===== src/rtl/demux_pkg.sv =====
// Shared types and constants for the demux frame sequencer.
package demux_pkg;

    // Sequencer FSM encoding
    typedef enum logic [1:0] {
        IDLE  = 2'd0,
        SHIFT = 2'd1,
        GAP   = 2'd2
    } state_e;

    // Demux geometry
    localparam int unsigned NUM_CH = 8;
    localparam int unsigned SEL_W  = 3;

    // Default frame shape
    localparam int unsigned DEFAULT_WIDTH      = 8;
    localparam int unsigned DEFAULT_GAP_CYCLES = 1;

endpackage : demux_pkg


===== src/rtl/demux_frame_sequencer_if.sv =====
// Upstream valid/ready word channel feeding the frame sequencer.
interface demux_frame_sequencer_if
    import demux_pkg::*;
#(
    parameter int unsigned WIDTH = DEFAULT_WIDTH
);

    logic             in_valid;
    logic             in_ready;
    logic [WIDTH-1:0] in_data;
    logic [SEL_W-1:0] in_dest;

    // Word producer
    modport master (
        output in_valid,
        output in_data,
        output in_dest,
        input  in_ready
    );

    // Sequencer side
    modport slave (
        input  in_valid,
        input  in_data,
        input  in_dest,
        output in_ready
    );

endinterface : demux_frame_sequencer_if


===== src/rtl/piso_shift_reg.sv =====
// Parallel-load, MSB-first shift register; msb exposes the current head bit.
module piso_shift_reg #(
    parameter int unsigned WIDTH = 8
) (
    input  logic             clk,
    input  logic             rst,
    input  logic             load,
    input  logic             shift,
    input  logic [WIDTH-1:0] din,
    output logic             msb
);

    logic [WIDTH-1:0] q_q;
    logic [WIDTH-1:0] q_d;

    // Load has priority over shift; zero fills from the bottom
    always_comb begin
        q_d = q_q;
        if (load) begin
            q_d = din;
        end else if (shift) begin
            q_d = {q_q[WIDTH-2:0], 1'b0};
        end
    end

    // Register with synchronous clear
    always_ff @(posedge clk) begin
        if (rst) begin
            q_q <= '0;
        end else begin
            q_q <= q_d;
        end
    end

    assign msb = q_q[WIDTH-1];

endmodule : piso_shift_reg


===== src/rtl/demux_frame_sequencer.sv =====
// Serializes accepted words MSB-first onto d with a stable sel and an idle gap between frames.
module demux_frame_sequencer
    import demux_pkg::*;
#(
    parameter int unsigned WIDTH      = DEFAULT_WIDTH,
    parameter int unsigned GAP_CYCLES = DEFAULT_GAP_CYCLES
) (
    input  logic                    clk,
    input  logic                    rst,
    demux_frame_sequencer_if.slave  up,
    output logic                    d,
    output logic [SEL_W-1:0]        sel,
    output logic                    frame_active,
    output logic                    frame_done
);

    localparam int unsigned BIT_CNT_W = $clog2(WIDTH) + 1;
    localparam int unsigned GAP_CNT_W = 4;

    state_e                 state_q;
    state_e                 state_d;
    logic [BIT_CNT_W-1:0]   bit_cnt_q;
    logic [BIT_CNT_W-1:0]   bit_cnt_d;
    logic [GAP_CNT_W-1:0]   gap_cnt_q;
    logic [GAP_CNT_W-1:0]   gap_cnt_d;
    logic                   d_q;
    logic                   d_d;
    logic [SEL_W-1:0]       sel_q;
    logic [SEL_W-1:0]       sel_d;
    logic                   frame_active_q;
    logic                   frame_active_d;
    logic                   frame_done_q;
    logic                   frame_done_d;

    logic                   accept;
    logic                   bit_last;
    logic                   gap_last;
    logic                   sr_load;
    logic                   sr_shift;
    logic                   sr_msb;

    assign up.in_ready = (state_q == IDLE) && !rst;
    assign accept      = up.in_valid && up.in_ready;
    assign bit_last    = (bit_cnt_q == BIT_CNT_W'(WIDTH - 1));
    assign gap_last    = (gap_cnt_q == GAP_CNT_W'(GAP_CYCLES - 1));

    // State register
    always_ff @(posedge clk) begin
        if (rst) begin
            state_q <= IDLE;
        end else begin
            state_q <= state_d;
        end
    end

    // Next-state logic
    always_comb begin
        state_d = state_q;
        unique case (state_q)
            IDLE: begin
                if (accept) begin
                    state_d = SHIFT;
                end
            end
            SHIFT: begin
                if (bit_last) begin
                    state_d = (GAP_CYCLES > 0) ? GAP : IDLE;
                end
            end
            GAP: begin
                if (gap_last) begin
                    state_d = IDLE;
                end
            end
            default: state_d = IDLE;
        endcase
    end

    // Output and datapath next values; d/frame flags describe the following cycle
    always_comb begin
        d_d            = 1'b0;
        sel_d          = sel_q;
        frame_active_d = 1'b0;
        frame_done_d   = 1'b0;
        bit_cnt_d      = bit_cnt_q;
        gap_cnt_d      = gap_cnt_q;
        sr_load        = 1'b0;
        sr_shift       = 1'b0;
        unique case (state_q)
            IDLE: begin
                if (accept) begin
                    sr_load        = 1'b1;
                    d_d            = up.in_data[WIDTH-1];
                    sel_d          = up.in_dest;
                    frame_active_d = 1'b1;
                    bit_cnt_d      = '0;
                end
            end
            SHIFT: begin
                if (!bit_last) begin
                    sr_shift       = 1'b1;
                    d_d            = sr_msb;
                    frame_active_d = 1'b1;
                    frame_done_d   = (bit_cnt_q == BIT_CNT_W'(WIDTH - 2));
                    bit_cnt_d      = bit_cnt_q + BIT_CNT_W'(1);
                end else begin
                    gap_cnt_d      = '0;
                end
            end
            GAP: begin
                if (!gap_last) begin
                    gap_cnt_d = gap_cnt_q + GAP_CNT_W'(1);
                end
            end
            default: begin
                d_d = 1'b0;
            end
        endcase
    end

    // Output and counter registers
    always_ff @(posedge clk) begin
        if (rst) begin
            d_q            <= 1'b0;
            sel_q          <= '0;
            frame_active_q <= 1'b0;
            frame_done_q   <= 1'b0;
            bit_cnt_q      <= '0;
            gap_cnt_q      <= '0;
        end else begin
            d_q            <= d_d;
            sel_q          <= sel_d;
            frame_active_q <= frame_active_d;
            frame_done_q   <= frame_done_d;
            bit_cnt_q      <= bit_cnt_d;
            gap_cnt_q      <= gap_cnt_d;
        end
    end

    // Loaded pre-shifted: the word MSB goes straight to d, so the register head is always the next bit
    piso_shift_reg #(
        .WIDTH (WIDTH)
    ) u_piso (
        .clk   (clk),
        .rst   (rst),
        .load  (sr_load),
        .shift (sr_shift),
        .din   ({up.in_data[WIDTH-2:0], 1'b0}),
        .msb   (sr_msb)
    );

    assign d            = d_q;
    assign sel          = sel_q;
    assign frame_active = frame_active_q;
    assign frame_done   = frame_done_q;

endmodule : demux_frame_sequencer


===== src/flat_wrapper.sv =====
// flat-port wrapper written by rule: the top's interface ports become plain ports
module demux_frame_sequencer_flat import demux_pkg::*;
#(
    parameter int unsigned WIDTH      = DEFAULT_WIDTH,
    parameter int unsigned GAP_CYCLES = DEFAULT_GAP_CYCLES
)
  (clk, rst, d, sel, frame_active, frame_done, up_in_valid, up_in_data, up_in_dest, up_in_ready);
  demux_frame_sequencer_if #(.WIDTH(WIDTH)) up_i ();
  input  logic clk;
  input  logic rst;
  output logic d;
  output logic [SEL_W-1:0] sel;
  output logic frame_active;
  output logic frame_done;
  input wire logic [$bits(up_i.in_valid)-1:0] up_in_valid;
  input wire logic [$bits(up_i.in_data)-1:0] up_in_data;
  input wire logic [$bits(up_i.in_dest)-1:0] up_in_dest;
  output wire logic [$bits(up_i.in_ready)-1:0] up_in_ready;
  assign up_i.in_valid = up_in_valid;
  assign up_i.in_data = up_in_data;
  assign up_i.in_dest = up_in_dest;
  assign up_in_ready = up_i.in_ready;
  demux_frame_sequencer #(.WIDTH(WIDTH), .GAP_CYCLES(GAP_CYCLES)) u_core (.clk(clk), .rst(rst), .up(up_i), .d(d), .sel(sel), .frame_active(frame_active), .frame_done(frame_done));
endmodule

===== config.mk =====
export PLATFORM = sky130hd
export DESIGN_NAME = demux_frame_sequencer_flat
export DESIGN_NICKNAME = d
export VERILOG_FILES = /design/src/rtl/demux_pkg.sv /design/src/rtl/demux_frame_sequencer_if.sv /design/src/rtl/piso_shift_reg.sv /design/src/rtl/demux_frame_sequencer.sv /design/src/flat_wrapper.sv
export SDC_FILE = /design/constraint.sdc
export NUM_CORES = 1
export LEC_CHECK = 0
export CAP_MARGIN = 20
export CORE_UTILIZATION = 40
export CTS_BUF_LIST = sky130_fd_sc_hd__clkbuf_4 sky130_fd_sc_hd__clkbuf_8
export CTS_CLUSTER_DIAMETER = 40
export DETAILED_ROUTE_END_ITERATION = 10
export HOLD_SLACK_MARGIN = 0.02
export PLACE_DENSITY = 0.61
export SLEW_MARGIN = 20
export SYNTH_ARGS = -nofsm -noshare
export SYNTH_HDL_FRONTEND = slang
export SYNTH_SLANG_ARGS = --single-unit

===== constraint.sdc =====
create_clock -name clk -period 4.1 [get_ports clk]
set_input_delay 0.82 -clock clk [delete_from_list [all_inputs] [get_ports clk]]
set_output_delay 0.82 -clock clk [all_outputs]
set_load 0.05 [all_outputs]

======== Word level (Yosys, flattened, before mapping) ========
Cells that the tools add are included.
word-level totals
  register bits ........................... 23
  input port bits ......................... 14
  logic and storage cells ................. 53
  output and inout bits ................... 7
  ROM bits ................................ 0
  memories ................................ 0
  bits in writable memories ............... 0
  bits in latches ......................... 0
operators by class
  add/sub/neg operators ................... 2
  muxes and demuxes ....................... 20
  multiply operators ...................... 0
  bitwise gates (word level) .............. 1
  magnitude comparators ................... 0
  reductions and logical operators ........ 13
  div/mod/pow operators ................... 0
  shift-type cells ........................ 0
  eq/ne operators ......................... 9
operator list
  kind                                                   number
  two-way mux 4 bit                                      4
  two-way mux 8 bit                                      2
  case mux 4 bit (2 select lines)                        2
  AND reduction 3 bit                                    3
  adder 4 x 1 -> 4 bit, second input constant            2
  equality test 4 x 3 -> 1 bit, second input constant    2
  two-way mux 1 bit                                      6
  two-way mux 2 bit                                      3
  inequality test 2 x 1 -> 1 bit, second input constant  3
  case mux 2 bit (3 select lines)                        1
  nonzero test 2 bit                                     3
  logical NOT 4 bit                                      1
  inequality test 2 bit, second input constant           2
  case mux 1 bit (2 select lines)                        2
  OR reduction 3 bit                                     1
  equality test 2 x 1 -> 1 bit, second input constant    1
  equality test 2 bit, second input constant             1
  logical AND 1 bit                                      2
  logical NOT 2 bit                                      1
  AND reduction 2 bit                                    1
  logical NOT 1 bit                                      1
  NOT 1 bit                                              1

======== Depth between registers and ports, before layout ========
Gate-level depths: netlist (run 1).
  word-level depth ........................ 6
  gate-level depth with buffers ........... 7
  gate-level depth less buffers ........... 6

======== Hierarchy ========
From an unflattened synthesis (run 1), not the netlist that was laid out.
unflattened totals
  cells, all modules ...................... 120
  area, all modules ....................... 1,158.6 um^2
modules (own cells, without submodules)
  module                 area each (um^2)  cells an instance  times used  sequential area each (um^2)
  demux_frame_sequencer  789.5             85                 1           320.3
  piso_shift_reg         369.1             35                 1           160.2

======== Least setup slack after synthesis (run 1) ========
No wires, ideal clock.
  kind .................................... in2out
  start ................................... input rst
  end ..................................... output up_in_ready
  data required time ...................... 3,280 ps
  path buffers ............................ 1
  stages .................................. 2
  setup slack ............................. 1,595 ps
  data arrival time ....................... 1,685 ps
  cells stage by stage .................... clkbuf_1 nor2b_1
on the way
  longest elaborated chain between the ends .. 2
ends and longest elaborated chain
  what               RTL line                     text
  start, declared    flat_wrapper.sv:10           input logic rst;
  logical NOT 1 bit  demux_frame_sequencer.sv:42  assign up.in_ready = (state_q == IDLE) && !rst;
  logical AND 1 bit  demux_frame_sequencer.sv:42
  end, declared      flat_wrapper.sv:18           output wire logic [$bits(up_i.in_ready)-1:0] up_in_ready;
Every way passes these cells.

======== Worst setup path in the final report (run 1) ========
Ends and elaborated chain as after synthesis.

==> run metrics, run 1 <==
final weighted congestion of routability-driven global placement=0.711; Layout Area Growth over Synthesis=21.3%; total core area=2780 um^2; final worst path period need=3.01 ns; remaining global-route overflow=0; top sig layer=met4; type of the worst setup path=in -> out; Hold WC Path Type=reg -> reg; Root Buffer Master=clkbuf_4; initial core utilization=42.3%; first-pass GRT wire length=4300 um; routed metal-1 wire length=1170 um; Max transition margin=65.3%; static power due to leakage=0.512 nW; Worst EP required=3.28 ns; overall track demand over capacity in global routing=17.0%; area occupied by multi-input gates=659 um^2; number of design rule violations left after detail routing=0; maximum number of pins on one net before global-route repair=27; net count of the finished layout=182; detailed-routing iteration count for the pre-antenna-repair pass=5; unrepaired setup endpoints after global routing=false; Placed Cells incl. Taps=186; CTS H-Tree Depth=1; routed len/inst=13.4 um; initial antenna violation count=0; flop and latch count out of synthesis=23; combined flip-flop and latch cell area=460 um^2; YS warnings=0; setup TNS after final layout=0 ns; number of endpoints with negative hold slack in the final report=0; count of hold-fix buffers inserted at cts=0; startpoint of the most critical hold path=u_core.u_piso.q_q[1]; run status=finished, final reports clean; cell count after synthesis=140; CP max FO=2; number of buffers created by CTS=3; half-perimeter wire length after placement=1770 um; antenna violation net count after detailed routing=0; Worst Skew=0.00243 ns; width of the die=56.3 um; Clock Pin Slew Worst Setup and Hold Paths=0.13 ns; Max Clk Rate=333 MHz; routed vias=1046; startpoint of the most critical setup path=rst; power per unit of standard cell area=339 nW/um^2; DIE HEIGHT=56.3 um; Longest Clk Path Bufs=2; sequential area share after synthesis=39.1%; post-synthesis net count=162; via count of the first global-routing pass=1007; number of endpoints failing setup at the final stage=0; clock latency on the worst-skew pair=0.31 ns; slew at the pin closest to its max-slew limit=0.520 ns; worst path arrival time=2.19 ns; summed instance area of the synthesized netlist=1180 um^2; CTS sink count=23; layout cell share with drive strength beyond 1=6.29%; Worst setup SP type=input port; part of the cycle the worst path needs=73.3%; clock tree from TritonCTS=done; post-CTS resize count=0; count of standard-cell rows=19; met2 wirelength from detailed routing=1230 um; die area=3160 um^2; maximum VDD drop=0.221 mV; ANT cells=0; max-slew violation count=0; Post-Syn Area per Cell=8.41 um^2; via count normalized by instance count=5.51; Iter 0 DRT Violations=22; Unique masters post-synth=34; Critical Path End Type=output pin; fill cell instance count of the final layout=281; number of setup buffers added after CTS=0; count of input and output buffers=20; final instance count without filler cells=190; WL final=2540 um; Maximum Capacitance Violations=0; RR Startpoint=u_core.state_q[1]; routed length on met3=121 um; Top Ports=21
==> cells in the final DEF, fill, tap and decap left out, types with 6 or more instances in the layout <==
master,Yosys,layout
o21ai_0,6,6
inv_1,7,7
a21oi_1,9,9
clkdlybuf4s50_1,0,20
nor2_1,13,13
ha_1,8,8
nand2_1,17,17
dfxtp_1,23,23
a311oi_1,6,6
nand3_1,10,10
==> power breakdown <==
group / internal, mW / total (mW) / switching [mW] / leakage, nW
Sequential: 0.239 / 0.248 / 0.00882 / 0.188
Combinational: 0.0502 / 0.130 / 0.0796 / 0.307
Clock: 0.0365 / 0.107 / 0.0703 / 0.0177
Total: 0.326 / 0.484 / 0.159 / 0.512
==> sequential cells by signal (all words and copies together) (netlist names) <==
register             count
u_core.bit_cnt_q         4
u_core.d                 1
u_core.frame_active      1
u_core.frame_done        1
u_core.gap_cnt_q         4
u_core.sel               3
u_core.state_q           2
u_core.u_piso.q_q        7
==> critical path, cell delays in order <==
cell	delay, ns
clkdlybuf4s50_1	0.42
nor2b_1	0.14
clkdlybuf4s50_1	0.81
==> cell usage after synthesis (all sizes together) <==
cell type  count  area [um^2]
mux2           1         11.3
buf            2         12.5
nand2         17         63.8
and3b          1         8.76
mux2i          1         10.0
or4bb          1         11.3
nor4           1         6.26
ha             8          100
nor3           3         15.0
nand3         10         50.1
and2           3         18.8
a21oi          9         45.0
inv            7         26.3
or3            1         6.26
a22oi          2         15.0
nand2b         2         12.5
dfxtp         23          460
clkbuf         5         18.8
o221ai         1         8.76
o2111ai        1         15.0
a32oi          1         8.76
a311oi         6         52.6
a222oi         1         10.0
nor2b          2         12.5
o31ai          1         7.51
nand3b         6         48.8
a211oi         2         15.0
or3b           2         20.0
o21a           1         7.51
o21ai          6         30.0
nor2          13         48.8
==> cells by family after synthesis <==
| kind of cell | Yosys count | share of synthesized area, % |
|---|---|---|
| fa+ha+maj | 8 | 8.50 |
| buf+inv | 14 | 4.89 |
| mux | 2 | 1.81 |
| compound gates | 31 | 18.3 |
| simple gates | 62 | 27.4 |
| flops | 23 | 39.1 |
==> metal layers <==
metal	GRT usage, %	vias up
met1	19.6	484
met2	31.6	24
met3	4.61	2
met4	3.14	0
met5	0	-
li1	-	536
==> final timing paths <==
check                         endpoint  slack, ns  depth (start not counted)
hold / removal    u_core.u_piso.q_q[1]       0.48                          2
setup / recovery           up_in_ready       1.09                          3
hold reg to reg   u_core.u_piso.q_q[1]       0.48                          2
setup reg to reg   u_core.gap_cnt_q[1]       2.02                          6
==> cell type report <==
class	instances	share of cell area (%)
clock inverter	1	0.351
inverter	7	1.84
multi-input combinational	103	46.2
timing repair buffer	22	15.1
tap	31	2.72
sequential	23	32.3
clock buffer	3	1.58
==> stage by stage <==
step           util (%)  setup WS [ns]  hold slack, ns  power, mW  instance area (um^2)
2_1_floorplan         -           1.59           0.448      0.339                  1180
3_3_place_gp       50.3           1.10           0.459      0.380                  1400
3_5_place_dp       50.3           1.08           0.469      0.382                  1400
4_1_cts            51.3           1.09           0.488      0.490                  1430
5_1_grt            51.3           1.04           0.509      0.514                  1430
6_report           51.3           1.09           0.482      0.484                  1430
No activity file was read; power rests on OpenSTA's default activity.
==> run 2, diff against run 1 <==
==> constraint.sdc (replaced) <==
create_clock -name clk -period 2.8 [get_ports clk]
set_input_delay 0.56 -clock clk [delete_from_list [all_inputs] [get_ports clk]]
set_output_delay 0.56 -clock clk [all_outputs]
set_load 0.05 [all_outputs]
==> run 2 against run 1 <==
Effect of this change: sequential power grew 46%; register-to-register slack lost 1.1 ns; combinational power grew 55%; sequential share of layout area shrank 0.56 points; largest power group unchanged.
==> run metrics, run 2 (synthesis results as in run 1) <==
final weighted congestion of routability-driven global placement=0.707; most used cells in the layout excluding fill and tap cells=dfxtp_1, clkdlybuf4s50_1, nand2_1, nor2_1, nand3_1; biggest registers after layout=u_core.u_piso.q_q: 7 flops, u_core.bit_cnt_q: 4 flops, u_core.gap_cnt_q: 4 flops; max-slew violation count=0; clock tree from TritonCTS=done; Placed Cells incl. Taps=188; Placement Setup Slack=0.562 ns; end point of the critical path=up_in_ready; Longest Clk Path Bufs=2; unrepaired setup endpoints after global routing=false; static power due to leakage=0.527 nW; routed length on met3=104 um; Hold WC Path Type=reg -> reg; Worst setup SP type=input port; WL final=2820 um; Root Buffer Master=clkbuf_4; Top Ports=21; initial antenna violation count=0; number of endpoints with negative hold slack in the final report=0; layout cell share with drive strength beyond 1=8.07%; Max transition margin=66.2%; width of the die=56.3 um; post-CTS resize count=0; final instance count without filler cells=192; count of standard-cell rows=19; reg-to-reg endpoint=u_core.gap_cnt_q[2]; Iter 0 DRT Violations=25; ANT cells=0; part of the cycle the worst path needs=79.3%; number of buffers created by CTS=3; slew at the pin closest to its max-slew limit=0.505 ns; startpoint of the most critical setup path=rst; maximum VDD drop=0.372 mV; Worst Skew=0.0102 ns; instance area after placement=1430 um^2; worst path arrival time=1.66 ns; number of setup buffers added after CTS=0; die area=3160 um^2; Maximum Capacitance Violations=0; clock latency on the worst-skew pair=0.32 ns; total core area=2780 um^2; antenna violation net count after detailed routing=0; overall track demand over capacity in global routing=18.8%; RR Startpoint=u_core.state_q[1]; R2R Setup Slk=0.90 ns; final non-filler cell area=1450 um^2; first-pass GRT wire length=4660 um; via count of the first global-routing pass=1090; number of flip-flops under the largest register name=7; routed metal-1 wire length=1120 um; most flop-heavy register=u_core.u_piso.q_q; CTS H-Tree Depth=1; CTS sink count=23; routed vias=1073; final standard cell utilization of the core=52.2%; detailed-routing iteration count for the pre-antenna-repair pass=4; half-perimeter wire length after placement=2080 um; initial core utilization=42.3%; run status=finished, final reports clean; number of design rule violations left after detail routing=0; final worst path period need=2.22 ns; count of input and output buffers=20; top sig layer=met4; most common cell after layout, fill and taps aside=dfxtp_1; DIE HEIGHT=56.3 um; maximum number of pins on one net before global-route repair=15; routed len/inst=14.7 um; setup TNS after final layout=0 ns; fill cell instance count of the final layout=289; met2 wirelength from detailed routing=1560 um; Worst EP required=2.24 ns; net count of the finished layout=184; CP max FO=11; number of endpoints failing setup at the final stage=0; final setup margin=0.581 ns; count of hold-fix buffers inserted at cts=0; power per unit of standard cell area=496 nW/um^2; Max Clk Rate=451 MHz; type of the worst setup path=in -> out; Critical Path End Type=output pin; remaining global-route overflow=0; Layout Area Growth over Synthesis=23.4%; via count normalized by instance count=5.59; Clock Pin Slew Worst Setup and Hold Paths=0.13 ns; depth of the most critical reg-to-reg path=7
run 2: cell types whose count changed in the layout (fill, tap and decap cells not counted), sizes merged:
cell and delta:
buf +3, clkdlybuf4s50 -1
run 2: area by class of cell:
class | count | area, um^2 | share of cell area, %
clock inverters | 1 | 5.00 | 0.345
repair buffers | 24 | 240 | 16.5
flip-flops and latches | 23 | 460 | 31.7
well taps | 31 | 38.8 | 2.67
multi-input cells | 103 | 659 | 45.4
inverters | 7 | 26.3 | 1.81
clock buffers | 3 | 22.5 | 1.55
run 2: metrics by stage:
stage,hold slack (ns),power [mW]
6_report,0.485,0.720
5_1_grt,0.514,0.760
4_1_cts,0.490,0.728
3_5_place_dp,0.472,0.572
3_3_place_gp,0.462,0.566
2_1_floorplan,0.448,0.497
run 2: worst min path at each step:
stage,start,to,slack (ns),cells after the start
6_report,u_core.sel[0],u_core.sel[0],0.48,2
5_1_grt,u_core.sel[2],u_core.sel[2],0.51,2
4_1_cts,u_core.sel[0],u_core.sel[0],0.49,2
3_5_place_dp,u_core.sel[0],u_core.sel[0],0.47,2
3_3_place_gp,u_core.u_piso.q_q[1],u_core.u_piso.q_q[1],0.46,2
2_1_floorplan,u_core.u_piso.q_q[1],u_core.u_piso.q_q[1],0.45,2
run 2: power breakdown:
part	switching (mW)	internal, mW	leakage [nW]
Combinational	0.120	0.0806	0.322
Clock	0.103	0.0534	0.0177
Sequential	0.0131	0.350	0.188
run 2: critical path, stage by stage:
cell	delay, ns
clkdlybuf4s50_1	0.61
nor2b_1	0.32
buf_12	0.17
run 2: per-layer routing:
layer,track usage [%],vias to the layer above
li1,-,543
met1,18.8,507
met2,37.6,19
met3,5.30,4
met4,4.18,0
met5,0,-
==> run 3, diff against run 2 <==
==> constraint.sdc (replaced) <==
create_clock -name clk -period 2.1 [get_ports clk]
set_input_delay 0.42 -clock clk [delete_from_list [all_inputs] [get_ports clk]]
set_output_delay 0.42 -clock clk [all_outputs]
set_load 0.05 [all_outputs]
==> run 3 against run 2 <==
Effect of this change: sequential cell count unchanged; wire length fell by 8.9%; core utilization increased by 0.36 points; non-clock buffer count grew 1; first-iteration DRC count increased by 12%; design area is 0.69% higher; via count about the same; clock skew about the same; clock power increased by 42%; combinational power up 34%; setup slack lost 0.42 ns; sequential share of layout area shrank 0.22 points.
==> run metrics, run 3 (synthesis results as in run 1) <==
run status=finished, final reports clean; via count of the first global-routing pass=1012; initial core utilization=42.3%; remaining global-route overflow=0; depth of the most critical reg-to-reg path=5; ANT cells=0; post-route worst hold slack=0.487 ns; Longest Clk Path Bufs=2; clock tree from TritonCTS=done; count of hold-fix buffers inserted at cts=0; antenna violation net count after detailed routing=0; instance area after placement=1430 um^2; first-pass GRT wire length=4460 um; CP max FO=8; max-slew violation count=0; final setup margin=0.157 ns; Maximum Capacitance Violations=0; Root Buffer Master=clkbuf_4; net count of the finished layout=185; initial antenna violation count=0; area occupied by multi-input gates=659 um^2; critical path depth=4; Max Clk Rate=515 MHz; Clock Pin Slew Worst Setup and Hold Paths=0.13 ns; combined flip-flop and latch cell area=460 um^2; final non-filler cell area=1460 um^2; fill cell instance count of the final layout=274; number of buffers created by CTS=3; maximum VDD drop=0.410 mV; Slowest-stage cell, CP=dfxtp_1; WL final=2570 um; final standard cell utilization of the core=52.6%; number of design rule violations left after detail routing=0; most common cell after layout, fill and taps aside=dfxtp_1; startpoint of the most critical setup path=u_core.state_q[1]; end point of the critical path=up_in_ready; number of endpoints failing setup at the final stage=0; RR Startpoint=u_core.bit_cnt_q[0]; CTS H-Tree Depth=1; routed len/inst=13.3 um; reg-to-reg endpoint=u_core.gap_cnt_q[2]; setup TNS after final layout=0 ns; layout cell share with drive strength beyond 1=8.64%; count of buffer and inverter cells on the critical path=2; Placement Setup Slack=0.296 ns; power per unit of standard cell area=666 nW/um^2; Worst setup SP type=flip-flop; die area=3160 um^2; kind of cell with the highest combined delay on the critical path=flip-flops; slew at the pin closest to its max-slew limit=0.506 ns; overall track demand over capacity in global routing=18.1%; R2R Setup Slk=0.31 ns; delay of the slowest cell on the worst path=0.36 ns; number of flip-flops under the largest register name=7; detailed-routing iteration count for the pre-antenna-repair pass=4; part of the cycle the worst path needs=92.5%; worst path arrival time=1.52 ns; Max transition margin=66.2%; Worst EP required=1.68 ns; Iter 0 DRT Violations=28; count of input and output buffers=20; final worst path period need=1.94 ns; clock latency on the worst-skew pair=0.31 ns; via count normalized by instance count=5.56; most used cells in the layout excluding fill and tap cells=dfxtp_1, clkdlybuf4s50_1, nand2_1, nor2_1, nand3_1; most flop-heavy register=u_core.u_piso.q_q; Worst Skew=0.0107 ns; static power due to leakage=0.532 nW; Layout Area Growth over Synthesis=24.2%; DIE HEIGHT=56.3 um; post-layout power=0.974 mW; Critical Path End Type=output pin; Placed Cells incl. Taps=189; post-CTS resize count=0; Top Ports=21; Hold WC Path Type=reg -> reg; biggest registers after layout=u_core.u_piso.q_q: 7 flops, u_core.bit_cnt_q: 4 flops, u_core.gap_cnt_q: 4 flops; number of setup buffers added after CTS=0; half-perimeter wire length after placement=1880 um; ordered list of cells on the worst path=inv_1 > ha_1 > nor2b_1 > buf_12; final instance count without filler cells=193; final weighted congestion of routability-driven global placement=0.706; count of standard-cell rows=19; unrepaired setup endpoints after global routing=false; width of the die=56.3 um; routed vias=1074; total core area=2780 um^2; type of the worst setup path=reg -> out; CTS sink count=23; maximum number of pins on one net before global-route repair=18; number of endpoints with negative hold slack in the final report=0
[run 3: changes by cell type in the layout (fill, tap and decap cells not counted), sizes merged]
| cell | delta |
|---|---|
| clkinv | -1 |
| clkbuf | +1 |
| buf | +1 |
[run 3: worst min-delay path: stages (launching register included)]
cell and delay, ns:
dfxtp_1 0.34, nand3_1 0.06, a21oi_1 0.06
[run 3: final cells by class]
type	count	area share, %
inverters	7	1.80
flip-flops and latches	23	31.5
clock buffers	4	2.05
multi-input cells	103	45.1
repair buffers	25	16.9
well taps	31	2.65
[run 3: how the worst min path moves through the flow]
stage | startpoint | end | slack (ns) | depth (start not counted)
2_1_floorplan | u_core.u_piso.q_q[1] | u_core.u_piso.q_q[1] | 0.45 | 2
3_3_place_gp | u_core.u_piso.q_q[1] | u_core.u_piso.q_q[1] | 0.46 | 2
3_5_place_dp | u_core.u_piso.q_q[1] | u_core.u_piso.q_q[1] | 0.47 | 2
4_1_cts | u_core.u_piso.q_q[1] | u_core.u_piso.q_q[1] | 0.49 | 2
5_1_grt | u_core.u_piso.q_q[1] | u_core.u_piso.q_q[1] | 0.51 | 2
6_report | u_core.u_piso.q_q[1] | u_core.u_piso.q_q[1] | 0.49 | 2
[run 3: routing by layer]
layer / global-route usage, % / up-vias / share of wire [%]
met5: 0 / - / 0
met4: 6.27 / 0 / 0.66
met3: 2.76 / 2 / 2.8
met2: 31.0 / 17 / 51
met1: 23.0 / 511 / 46
li1: - / 544 / -
[run 3: power breakdown]
group / switching, mW / internal [mW]
clock network: 0.135 / 0.0870
registers: 0.0167 / 0.466
logic: 0.157 / 0.112
